--- src/rtl/pe_seq_pkg.sv ---
// Shared encodings and default widths for the PE16 array sequencer.
package pe_seq_pkg;

    localparam int ADDR_W_DEF = 10;
    localparam int DATA_W_DEF = 16;
    localparam int CNT_W_DEF  = 7;
    localparam int LEN_W_DEF  = 6;

    typedef enum logic [1:0] {
        OP_NOP   = 2'd0,
        OP_LOAD  = 2'd1,
        OP_SHIFT = 2'd2,
        OP_ALU   = 2'd3
    } op_e;

    // Values are what the PEs see on the state bus.
    typedef enum logic [1:0] {
        ST_IDLE  = 2'd0,
        ST_ALU   = 2'd1,
        ST_SHIFT = 2'd2,
        ST_LOAD  = 2'd3
    } state_e;

    typedef enum logic [1:0] {
        DIR_EAST  = 2'd0,
        DIR_WEST  = 2'd1,
        DIR_SOUTH = 2'd2,
        DIR_NORTH = 2'd3
    } dir_e;

    // One-hot strobe vector ordered {north, south, west, east}.
    function automatic logic [3:0] dir_onehot(input dir_e d);
        logic [3:0] oh;
        case (d)
            DIR_EAST:  oh = 4'b0001;
            DIR_WEST:  oh = 4'b0010;
            DIR_SOUTH: oh = 4'b0100;
            default:   oh = 4'b1000;
        endcase
        return oh;
    endfunction

    // State entered on accept; zero-length LOAD/SHIFT complete straight from IDLE.
    function automatic state_e cmd_state(input op_e op, input logic len_zero);
        state_e s;
        case (op)
            OP_LOAD:  s = len_zero ? ST_IDLE : ST_LOAD;
            OP_SHIFT: s = len_zero ? ST_IDLE : ST_SHIFT;
            OP_ALU:   s = ST_ALU;
            default:  s = ST_IDLE;
        endcase
        return s;
    endfunction

endpackage

--- src/rtl/pe_array_sequencer_if.sv ---
// Host-side command channel and load-data stream of the PE16 sequencer.
interface pe_array_sequencer_if import pe_seq_pkg::*; #(
    parameter int ADDR_W = ADDR_W_DEF,
    parameter int DATA_W = DATA_W_DEF,
    parameter int LEN_W  = LEN_W_DEF
);
    logic              cmd_valid;
    logic              cmd_ready;
    logic [1:0]        cmd_op;
    logic [1:0]        cmd_dir;
    logic [3:0]        cmd_alu_sel;
    logic [ADDR_W-1:0] cmd_src_a;
    logic [ADDR_W-1:0] cmd_src_b;
    logic [ADDR_W-1:0] cmd_dst;
    logic [ADDR_W-1:0] cmd_len;
    logic [LEN_W-1:0]  word_len;
    logic              load_valid;
    logic              load_ready;
    logic [DATA_W-1:0] load_data;

    modport master (
        output cmd_valid, cmd_op, cmd_dir, cmd_alu_sel, cmd_src_a, cmd_src_b,
               cmd_dst, cmd_len, word_len, load_valid, load_data,
        input  cmd_ready, load_ready
    );

    modport slave (
        input  cmd_valid, cmd_op, cmd_dir, cmd_alu_sel, cmd_src_a, cmd_src_b,
               cmd_dst, cmd_len, word_len, load_valid, load_data,
        output cmd_ready, load_ready
    );
endinterface

--- src/rtl/pe_seq_addr_gen.sv ---
// BRAM address and ALU phase-count generator; registered outputs advanced by
// start/step/clear strobes from the sequencer FSM.
module pe_seq_addr_gen import pe_seq_pkg::*; #(
    parameter int ADDR_W = ADDR_W_DEF,
    parameter int CNT_W  = CNT_W_DEF
) (
    input  logic              clk,
    input  logic              reset,
    input  logic              clear,
    input  logic              start,
    input  logic              step,
    input  state_e            mode,
    input  logic [ADDR_W-1:0] src_a,
    input  logic [ADDR_W-1:0] src_b,
    input  logic [ADDR_W-1:0] dst,
    output logic [ADDR_W-1:0] addra,
    output logic [ADDR_W-1:0] addrb,
    output logic [CNT_W-1:0]  count
);
    logic [ADDR_W-1:0] a_base;
    logic [ADDR_W-1:0] d_base;
    logic [ADDR_W-1:0] idx;

    // Base capture at accept, then per-mode address/count stepping.
    // ALU writes begin when count steps 2->3; after that idx is non-zero, which
    // keeps writes going even if count wraps on the longest word length.
    always_ff @(posedge clk or posedge reset) begin
        if (reset) begin
            a_base <= '0;
            d_base <= '0;
            idx    <= '0;
            addra  <= '0;
            addrb  <= '0;
            count  <= '0;
        end else if (clear) begin
            idx   <= '0;
            addra <= '0;
            addrb <= '0;
            count <= '0;
        end else if (start) begin
            a_base <= src_a;
            d_base <= dst;
            idx    <= '0;
            count  <= '0;
            case (mode)
                ST_SHIFT: begin
                    addra <= src_a;
                    addrb <= src_a + ADDR_W'(1);
                end
                ST_ALU: begin
                    addra <= src_a;
                    addrb <= src_b;
                end
                default: begin
                    addra <= '0;
                    addrb <= '0;
                end
            endcase
        end else if (step) begin
            case (mode)
                ST_LOAD: begin
                    addra <= a_base + idx;
                    idx   <= idx + ADDR_W'(1);
                end
                ST_SHIFT: begin
                    addra <= addra + ADDR_W'(2);
                    addrb <= addrb + ADDR_W'(2);
                end
                ST_ALU: begin
                    count <= count + CNT_W'(1);
                    if ((idx != '0) || (count == CNT_W'(2))) begin
                        addra <= d_base + idx;
                        idx   <= idx + ADDR_W'(1);
                    end
                end
                default: ;
            endcase
        end
    end
endmodule

--- src/rtl/pe_array_sequencer.sv ---
// Command sequencer for the PE16 array control bus.
//
//   state    | meaning
//   ---------+-------------------------------------------------------------
//   ST_IDLE  | ready for a command; NOP / zero-length commands finish here
//   ST_LOAD  | stream load beats into BRAM through BRAM_IN
//   ST_SHIFT | READ/WRITE cycle pair per word-pair with one direction strobe
//   ST_ALU   | count 0..2*length+2; writes from count 3; Op sampled at end
//
// All bus outputs are registered, so each write appears on the bus the cycle
// after the beat/step that produced it; done follows the last write cycle.
module pe_array_sequencer import pe_seq_pkg::*; #(
    parameter int ADDR_W = ADDR_W_DEF,
    parameter int DATA_W = DATA_W_DEF,
    parameter int CNT_W  = CNT_W_DEF,
    parameter int LEN_W  = LEN_W_DEF
) (
    input  logic                clk,
    input  logic                reset,
    pe_array_sequencer_if.slave host,
    input  logic                op_in,
    output logic                wea,
    output logic                web,
    output logic [ADDR_W-1:0]   addra,
    output logic [ADDR_W-1:0]   addrb,
    output logic [3:0]          alu_sel,
    output logic [CNT_W-1:0]    count,
    output logic [1:0]          state,
    output logic                east,
    output logic                west,
    output logic                south,
    output logic                north,
    output logic                ram_init,
    output logic [DATA_W-1:0]   bram_in,
    output logic [LEN_W-1:0]    length,
    output logic                done,
    output logic                op_flag
);
    // Remaining-work down-counter must hold cmd_len and 2*max(word_len)+2.
    localparam int REM_W = (ADDR_W > LEN_W + 2) ? ADDR_W : LEN_W + 2;

    state_e           fsm;
    dir_e             dir_q;
    logic [REM_W-1:0] remain;
    logic             wr_phase;

    state_e           target;
    state_e           ag_mode;
    logic             accept;
    logic             finishing;
    logic             ag_step;

    assign state           = fsm;
    assign host.cmd_ready  = (fsm == ST_IDLE);
    assign host.load_ready = (fsm == ST_LOAD) && (remain != '0);
    assign accept          = (fsm == ST_IDLE) && host.cmd_valid;
    assign target          = cmd_state(op_e'(host.cmd_op), host.cmd_len == '0);
    assign ag_mode         = accept ? target : fsm;

    // Terminal-count and step decisions for the current cycle.
    always_comb begin
        finishing = 1'b0;
        ag_step   = 1'b0;
        case (fsm)
            ST_LOAD: begin
                if (remain == '0)
                    finishing = 1'b1;
                else if (host.load_valid)
                    ag_step = 1'b1;
            end
            ST_SHIFT: begin
                if (wr_phase) begin
                    if (remain == REM_W'(1))
                        finishing = 1'b1;
                    else
                        ag_step = 1'b1;
                end
            end
            ST_ALU: begin
                if (remain == '0)
                    finishing = 1'b1;
                else
                    ag_step = 1'b1;
            end
            default: ;
        endcase
    end

    pe_seq_addr_gen #(
        .ADDR_W (ADDR_W),
        .CNT_W  (CNT_W)
    ) u_addr_gen (
        .clk    (clk),
        .reset  (reset),
        .clear  (finishing),
        .start  (accept),
        .step   (ag_step),
        .mode   (ag_mode),
        .src_a  (host.cmd_src_a),
        .src_b  (host.cmd_src_b),
        .dst    (host.cmd_dst),
        .addra  (addra),
        .addrb  (addrb),
        .count  (count)
    );

    // Sequencer FSM with registered control-bus outputs.
    always_ff @(posedge clk or posedge reset) begin
        if (reset) begin
            fsm      <= ST_IDLE;
            dir_q    <= DIR_EAST;
            remain   <= '0;
            wr_phase <= 1'b0;
            wea      <= 1'b0;
            web      <= 1'b0;
            alu_sel  <= '0;
            east     <= 1'b0;
            west     <= 1'b0;
            south    <= 1'b0;
            north    <= 1'b0;
            ram_init <= 1'b0;
            bram_in  <= '0;
            length   <= '0;
            done     <= 1'b0;
            op_flag  <= 1'b0;
        end else begin
            done <= 1'b0;
            if (finishing) begin
                fsm      <= ST_IDLE;
                done     <= 1'b1;
                remain   <= '0;
                wr_phase <= 1'b0;
                wea      <= 1'b0;
                web      <= 1'b0;
                alu_sel  <= '0;
                {north, south, west, east} <= 4'b0000;
                ram_init <= 1'b0;
                bram_in  <= '0;
                if (fsm == ST_ALU)
                    op_flag <= op_in;
            end else begin
                case (fsm)
                    ST_IDLE: begin
                        if (accept) begin
                            fsm      <= target;
                            length   <= host.word_len;
                            dir_q    <= dir_e'(host.cmd_dir);
                            wr_phase <= 1'b0;
                            alu_sel  <= (target == ST_ALU) ? host.cmd_alu_sel : 4'h0;
                            case (target)
                                ST_ALU: remain <= REM_W'({host.word_len, 1'b0}) + REM_W'(2);
                                ST_IDLE: begin
                                    remain <= '0;
                                    done   <= 1'b1;
                                end
                                default: remain <= REM_W'(host.cmd_len);
                            endcase
                        end
                    end
                    ST_LOAD: begin
                        if (host.load_valid) begin
                            wea      <= 1'b1;
                            ram_init <= 1'b1;
                            bram_in  <= host.load_data;
                            remain   <= remain - REM_W'(1);
                        end else begin
                            wea      <= 1'b0;
                            ram_init <= 1'b0;
                        end
                    end
                    ST_SHIFT: begin
                        if (!wr_phase) begin
                            wr_phase <= 1'b1;
                            wea      <= 1'b1;
                            web      <= 1'b1;
                            {north, south, west, east} <= dir_onehot(dir_q);
                        end else begin
                            wr_phase <= 1'b0;
                            wea      <= 1'b0;
                            web      <= 1'b0;
                            {north, south, west, east} <= 4'b0000;
                            remain   <= remain - REM_W'(1);
                        end
                    end
                    ST_ALU: begin
                        remain <= remain - REM_W'(1);
                        if (count == CNT_W'(2))
                            wea <= 1'b1;
                    end
                    default: fsm <= ST_IDLE;
                endcase
            end
        end
    end
endmodule

--- src/flat_wrapper.sv ---
// flat-port wrapper written by rule: the top's interface ports become plain ports
module pe_array_sequencer_flat import pe_seq_pkg::*;
#(
    parameter int ADDR_W = ADDR_W_DEF,
    parameter int DATA_W = DATA_W_DEF,
    parameter int CNT_W  = CNT_W_DEF,
    parameter int LEN_W  = LEN_W_DEF
)
  (clk, reset, op_in, wea, web, addra, addrb, alu_sel, count, state, east, west, south, north, ram_init, bram_in, length, done, op_flag, host_cmd_valid, host_cmd_op, host_cmd_dir, host_cmd_alu_sel, host_cmd_src_a, host_cmd_src_b, host_cmd_dst, host_cmd_len, host_word_len, host_load_valid, host_load_data, host_cmd_ready, host_load_ready);
  pe_array_sequencer_if #(.ADDR_W(ADDR_W), .DATA_W(DATA_W), .LEN_W(LEN_W)) host_i ();
  input  logic clk;
  input  logic reset;
  input  logic op_in;
  output logic wea;
  output logic web;
  output logic [ADDR_W-1:0] addra;
  output logic [ADDR_W-1:0] addrb;
  output logic [3:0] alu_sel;
  output logic [CNT_W-1:0] count;
  output logic [1:0] state;
  output logic east;
  output logic west;
  output logic south;
  output logic north;
  output logic ram_init;
  output logic [DATA_W-1:0] bram_in;
  output logic [LEN_W-1:0] length;
  output logic done;
  output logic op_flag;
  input wire logic [$bits(host_i.cmd_valid)-1:0] host_cmd_valid;
  input wire logic [$bits(host_i.cmd_op)-1:0] host_cmd_op;
  input wire logic [$bits(host_i.cmd_dir)-1:0] host_cmd_dir;
  input wire logic [$bits(host_i.cmd_alu_sel)-1:0] host_cmd_alu_sel;
  input wire logic [$bits(host_i.cmd_src_a)-1:0] host_cmd_src_a;
  input wire logic [$bits(host_i.cmd_src_b)-1:0] host_cmd_src_b;
  input wire logic [$bits(host_i.cmd_dst)-1:0] host_cmd_dst;
  input wire logic [$bits(host_i.cmd_len)-1:0] host_cmd_len;
  input wire logic [$bits(host_i.word_len)-1:0] host_word_len;
  input wire logic [$bits(host_i.load_valid)-1:0] host_load_valid;
  input wire logic [$bits(host_i.load_data)-1:0] host_load_data;
  output wire logic [$bits(host_i.cmd_ready)-1:0] host_cmd_ready;
  output wire logic [$bits(host_i.load_ready)-1:0] host_load_ready;
  assign host_i.cmd_valid = host_cmd_valid;
  assign host_i.cmd_op = host_cmd_op;
  assign host_i.cmd_dir = host_cmd_dir;
  assign host_i.cmd_alu_sel = host_cmd_alu_sel;
  assign host_i.cmd_src_a = host_cmd_src_a;
  assign host_i.cmd_src_b = host_cmd_src_b;
  assign host_i.cmd_dst = host_cmd_dst;
  assign host_i.cmd_len = host_cmd_len;
  assign host_i.word_len = host_word_len;
  assign host_i.load_valid = host_load_valid;
  assign host_i.load_data = host_load_data;
  assign host_cmd_ready = host_i.cmd_ready;
  assign host_load_ready = host_i.load_ready;
  pe_array_sequencer #(.ADDR_W(ADDR_W), .DATA_W(DATA_W), .CNT_W(CNT_W), .LEN_W(LEN_W)) u_core (.clk(clk), .reset(reset), .host(host_i), .op_in(op_in), .wea(wea), .web(web), .addra(addra), .addrb(addrb), .alu_sel(alu_sel), .count(count), .state(state), .east(east), .west(west), .south(south), .north(north), .ram_init(ram_init), .bram_in(bram_in), .length(length), .done(done), .op_flag(op_flag));
endmodule
--- config.mk ---
export PLATFORM = sky130hd
export DESIGN_NAME = pe_array_sequencer_flat
export DESIGN_NICKNAME = d
export VERILOG_FILES = /design/src/rtl/pe_seq_pkg.sv /design/src/rtl/pe_array_sequencer_if.sv /design/src/rtl/pe_seq_addr_gen.sv /design/src/rtl/pe_array_sequencer.sv /design/src/flat_wrapper.sv
export SDC_FILE = /design/constraint.sdc
export NUM_CORES = 1
export LEC_CHECK = 0
export BUFFER_PORTS_ARGS = -buffer_cell sky130_fd_sc_hd__buf_2
export CORE_MARGIN = 4
export CORE_UTILIZATION = 31
export CTS_CLUSTER_SIZE = 28
export DETAILED_ROUTE_END_ITERATION = 6
export PLACE_DENSITY = 0.59
export SLEW_MARGIN = 20
export SYNTH_ARGS = -nofsm -noshare
export SYNTH_HDL_FRONTEND = slang
export SYNTH_HIERARCHICAL = 1
export SYNTH_SLANG_ARGS = --single-unit
--- constraint.sdc ---
create_clock -name clk -period 5.78 [get_ports clk]
set_clock_uncertainty 0.05 [all_clocks]
set_input_delay 0.578 -clock clk [delete_from_list [all_inputs] [get_ports clk]]
set_output_delay 0.578 -clock clk [all_outputs]
set_load 0.03 [all_outputs]
### Word level (Yosys, flattened, before mapping)

Cells that the tools add are included.

* register bits after elaboration: 107
* output and inout bits: 66

* eq/ne operators: 19
* reductions and logical operators: 36
* add/sub/neg operators: 9
* multiplexer cells: 77
* bitwise operators: 1

Operator list (number)
* 10-bit 2-to-1 mux: 17
* 10-bit one-hot mux with 2 select lines: 3
* 16-bit 2-to-1 mux: 3
* 10-bit one-hot mux with 4 select lines: 1
* 1-bit 2-to-1 mux: 33
* 10-bit one-hot mux with 3 select lines: 1
* 7-bit 2-to-1 mux: 4
* 10-bit by 1-bit adder with 10-bit output, second input constant: 2
* 10-bit adder: 2
* 10-bit by 2-bit adder with 10-bit output, second input constant: 2
* 10-bit zero test: 2
* 10-bit nonzero test: 2
* 4-bit 2-to-1 mux: 4
* 2-bit AND reduction: 8
* 2-bit equality test, second input constant: 7
* 4-bit one-hot mux with 3 select lines: 1
* 3-bit AND reduction: 4
* 3-bit nonzero test: 4
* 10-bit by 1-bit equality test with 1-bit output, second input constant: 1
* 2-bit by 1-bit equality test with 1-bit output, second input constant: 5
* 2-bit 2-to-1 mux: 5
* 2-bit nonzero test: 5
* 10-bit by 1-bit subtractor with 10-bit output, second input constant: 1
* 7-bit by 2-bit adder with 8-bit output, second input constant: 1
* other kinds (15): 24

### Longest topological paths before layout

* depth after elaboration: 9
* gate-level depth with buffers: 19
* mapped depth without buffers: 15

### Cells and area by module

Netlist, hierarchy kept.

Modules (own cells, without submodules)
* pe_seq_addr_gen: sequential area each 1426.4 um^2, area an instance 3717.3 um^2, cells each 388, times used 1
* pe_array_sequencer: sequential area each 1251.2 um^2, area an instance 2673.8 um^2, cells each 285, times used 1

### Worst setup path before layout

No wires, ideal clock.

* kind: reg-to-reg
* start point: register u_core.fsm[0] (netlist: u_core/state[0])
* end point: register u_core.u_addr_gen.addra[6]
* setup time: 0.082 ns
* setup slack: 1.184 ns
* stages on the path, launching flop included: 20
* data arrival time: 4.464 ns
* cells stage by stage: dfrtp_1 -> inv_1 -> ha_1 -> clkbuf_1 -> nand2_1 -> clkbuf_1 -> nand2_1 -> o21ai_0 -> inv_1 -> ha_1 -> clkbuf_1 -> clkbuf_1 -> mux2_2 -> ha_1 -> fa_1 -> a211oi_1 -> o21bai_1 -> a21oi_1 -> a41oi_1 -> a31oi_1

* cells in the longest elaborated chain, start to end: 8
* elaborated cells between the ends (all ways): 22
* those cells by class: eq/ne (7); mux (8); reduce/logical (7)

Ends and longest elaborated chain
* from (decl): line pe_array_sequencer.sv:42 `state_e fsm;`
* from (signal assigned): line pe_array_sequencer.sv:145 `fsm <= target;`
* 2-bit zero test *
* net host_cmd_ready: line flat_wrapper.sv:41 `output wire logic [$bits(host_i.cmd_ready)-1:0] host_cmd_ready;`
* 1-bit logical AND *: line pe_array_sequencer.sv:56 `assign accept = (fsm == ST_IDLE) && host.cmd_valid;`
* 2-bit 2-to-1 mux *
* net u_core.ag_mode[1]: line pe_array_sequencer.sv:48 `state_e ag_mode;`
* 2-bit by 1-bit equality test with 1-bit output (tied with other cells): line pe_seq_addr_gen.sv:45, pe_seq_addr_gen.sv:60
* 10-bit one-hot mux with 3 select lines or 2-bit OR reduction (tied branches)
* 10-bit 2-to-1 mux, on equally long branches: line pe_seq_addr_gen.sv:59, pe_seq_addr_gen.sv:45
* 10-bit 2-to-1 mux: line pe_seq_addr_gen.sv:40 `end else if (start) begin`
* 10-bit 2-to-1 mux: line pe_seq_addr_gen.sv:35 `end else if (clear) begin`
* to (signal assigned): line pe_seq_addr_gen.sv:47 `addra <= src_a;`
* to (signal assigned): line pe_seq_addr_gen.sv:62 `addra <= a_base + idx;`
* to (signal assigned): line pe_seq_addr_gen.sv:66 `addra <= addra + ADDR_W'(2);`
* to (decl): line pe_seq_addr_gen.sv:16 `output logic [ADDR_W-1:0] addra,`

The timed path passes the listed nets; every way through them passes the cells marked *. The select of a mux whose other input is x is not followed.
A chain may end at the register's enable or synchronous reset.

### Worst setup path in the final report

* start point: register u_core.fsm[0] (netlist: u_core/state[0])
* end point: register u_core.u_addr_gen.addra[6]

* cells in the longest elaborated chain, start to end: 8
* elaborated cells between the ends (all ways): 22
* those cells by class: eq/ne (7); mux (8); reduce/logical (7)

Ends and longest elaborated chain (line)
* 2-bit zero test *: pe_array_sequencer.sv:56
* 1-bit logical AND *: pe_array_sequencer.sv:56
* 2-bit 2-to-1 mux *
* net u_core.ag_mode[1]: pe_array_sequencer.sv:48
* 2-bit by 1-bit equality test with 1-bit output (tied with other cells): pe_seq_addr_gen.sv:45, pe_seq_addr_gen.sv:60
* 10-bit one-hot mux with 3 select lines or 2-bit OR reduction (tied branches)
* 10-bit 2-to-1 mux, on equally long branches: pe_seq_addr_gen.sv:59, pe_seq_addr_gen.sv:45
* 10-bit 2-to-1 mux: pe_seq_addr_gen.sv:40
* 10-bit 2-to-1 mux: pe_seq_addr_gen.sv:35

Marked as above.

==> key figures <==
Outcome
  – Status: finished, final reports clean

Finish
  – Fill count: 2038
  – Most common cell after layout, fill and taps aside: buf_2
  – Commonest non-fill, non-tap cells in the layout: buf_2 (140), dfrtp_1 (107), nand2_1 (61), a21oi_1 (51), nor2_1 (47)
  – Area occupied by multi-input gates: 0.00352 mm^2
  – FF+latch area: 0.00268 mm^2
  – Syn-to-layout area delta: 20.9%
  – # nets final: 905
  – Post-Layout Inst Area: 0.00773 mm^2
  – Ratio of cells with drive above 1 in the final layout: 27.3%
  – Final cell count without fillers: 1077
  – Ant. Diodes: 0

Floorplan
  – Initial Utilization: 31.6%
  – Core area: 0.0202 mm^2
  – # IOs: 141
  – Rows: 52
  – Die Y-Extent: 152 um
  – Die Span X: 152 um
  – Die area: 0.0230 mm^2

Run
  – MaxCap Viol Count: 0

Logic synthesis
  – Synth Area per Inst: 9.50 um^2
  – Synth Warn #: 6
  – Asr flop ratio synth: 100%
  – FF+latch count, synth: 107
  – Post-synthesis sequential area ratio: 41.9%
  – Syn Nets: 776
  – Post-Synthesis Cell Area: 0.00639 mm^2
  – Post-synth EDFFs: 0
  – Main synth FF type: dfrtp_1
  – Post-synthesis cell type count: 70
  – Cell count after synthesis: 673

Placement
  – Dpl hpwl: 13900 um
  – Placer Congestion: 0.901
  – IO Port Bufs: 140
  – Placed Instances: 1061
  – Post-place instance area: 0.00737 mm^2

STA
  – Slew Limit Fails: 0
  – Crit share post-route: 79.7%
  – Final min period: 4610 ps
  – RSZ-0062 raised after global routing: no
  – Max Clk Rate: 217 MHz
  – Endpoints failing hold: 0
  – Setup tns final: 0 ps
  – Slew headroom: 30.4%
  – # setup viols final: 0
  – Min Hold Slack: 340 ps
  – Worst-margin pin slew: 1040 ps

Min path
  – Worst hold path type: in -> async

Setup path
  – Worst EP required: 6010 ps
  – Critical Path Sink Type: flop
  – Slowest CP cell: ha_1
  – Max FO, Critical Path: 25
  – Critical-path cell list: inv_1 -> ha_1 -> nand2_1 -> o21ai_0 -> inv_1 -> ha_1 -> mux2_2 -> ha_1 -> fa_1 -> a211oi_1 -> o21bai_1 -> a21oi_1 -> a41oi_1 -> a31oi_1
  – Crit path max-delay family: adder cells
  – Crit Path Class: reg -> reg
  – Buffers and inverters on the worst path: 2
  – Crit path launch type: flop
  – Arrival time worst endpoint: 4840 ps
  – Crit-path most repeated cell: ha_1
  – CP max stage delay: 840 ps

Clock tree
  – Worst-path clk slew: 80 ps
  – Clock Sinks: 107
  – Worst-case clock buffer depth: 2
  – Clock Latency Late Sink: 350 ps
  – Root Buffer: clkbuf_16
  – Post-CTS setup repair buffer count: 0
  – Hold-fix buffers, CTS: 0
  – H-tree depth: 3
  – Num CTS Buffers: 9
  – Post-CTS resize count: 0
  – CTS tree: built

Detailed routing
  – Vias per cell: 5.25
  – Avg WL per Cell: 17.4 um
  – First-pass DRT Iterations: 5
  – Final wirelength: 18700 um
  – Via count: 5658
  – Initial DRC count: 299
  – Antenna Nets Post-Route: 0
  – DRC Markers: 0

GRT
  – Vias in the first global route: 5377
  – GRT Residual Overflow: 0
  – Largest net degree at the start of global routing: 58
  – Initial antenna violation count: 0
  – Tot GR Track Use: 16.2%
  – First-pass GRT wire length: 29400 um

Power
  – Pwr dens: 561 mW/mm^2
  – LEAKAGE: 3.48 nW
  – VDD IR-drop max: 0.216 mV
-- sequential cells by signal, indices dropped and copies added (netlist names), 2 cells and up --
register                  flops
u_core/alu_sel                4
u_core/bram_in               16
u_core/dir_q                  2
u_core/length                 6
u_core/remain                10
u_core/state                  2
u_core/u_addr_gen/a_base     10
u_core/u_addr_gen/addra      10
u_core/u_addr_gen/addrb      10
u_core/u_addr_gen/count       7
u_core/u_addr_gen/d_base     10
u_core/u_addr_gen/idx        10
-- cells in the mapped netlist (7+ instances only) --
master / instances / area [um^2]
o22ai_1: 7 / 43.8
dfrtp_1: 107 / 2680
a32o_1: 8 / 80.1
a211oi_1: 10 / 75.1
xor2_1: 19 / 166
nand2_1: 61 / 229
nor3_1: 16 / 80.1
a31oi_1: 9 / 56.3
mux2_2: 38 / 428
o21ai_0: 32 / 160
or3_1: 8 / 50.1
nor2_1: 47 / 176
xnor2_1: 20 / 175
clkbuf_1: 20 / 75.1
a22oi_1: 13 / 97.6
inv_1: 20 / 75.1
nand3_1: 42 / 210
nand4_1: 10 / 62.6
ha_1: 27 / 338
a21oi_1: 51 / 255
-- report_power, final --
| part | switching [mW] | leakage (nW) | total (mW) | internal [mW] |
|---|---|---|---|---|
| Combinational | 1.41 | 1.97 | 2.27 | 0.857 |
| Sequential | 0.268 | 1.33 | 1.32 | 1.06 |
| Clock | 0.311 | 0.174 | 0.744 | 0.434 |
| Total | 1.99 | 3.48 | 4.34 | 2.35 |
-- through the flow --
stage | setup slack, ps | power, mW | util [%]
floorplan | 1180 | 2.96 | -
global placement | 1150 | 3.59 | 36.4
detailed placement | 1020 | 3.61 | 36.4
CTS | 1200 | 4.37 | 38.2
global route | 783 | 4.67 | 38.2
finish | 1170 | 4.34 | 38.2
-- cell families after synthesis --
kind of cell | count (synthesis) | synth area share [%]
AOI/OAI and AO/OA | 173 | 18.0
xor gates and xnor gates | 39 | 5.34
adders and majority gates | 29 | 5.76
buffers and inverters | 50 | 3.05
DFF | 107 | 41.9
muxes | 42 | 7.40
and+or+nand+nor | 233 | 18.5
-- path summary, 6_finish.rpt --
path	start	end	slack [ps]	depth (start not counted)
worst max-delay path	u_core/state[0]	u_core/u_addr_gen/addra[6]	1170	14
worst min-delay path	reset	u_core/wr_phase	340	2
worst max register to register	u_core/state[0]	u_core/u_addr_gen/addra[6]	1170	14
worst min register to register	u_core/u_addr_gen/addrb[0]	u_core/u_addr_gen/addrb[0]	450	2
max in group asynchronous	reset	u_core/u_addr_gen/addra[5]	4790	3
min in group clk	host_cmd_dst[3]	u_core/u_addr_gen/d_base[3]	400	2
-- cell type report --
type	count	share of cell area [%]
Multi-Input combinational cell	516	45.6
Sequential cell	107	34.7
Timing Repair Buffer	147	9.75
Tap cell	270	4.37
Clock buffer	9	2.91
Clock inverter	7	1.68
Inverter	21	1.05
-- metal layers --
metal,routed length [um],global-route usage (%),up-vias,part of all wire [%]
met5,0,0,-,0
met4,229,4.63,0,1.2
met3,1070,3.42,22,5.7
met2,8780,26.1,162,47
met1,8620,22.2,2732,46
li1,-,-,2742,-
Power figures use the tool's default switching activity.
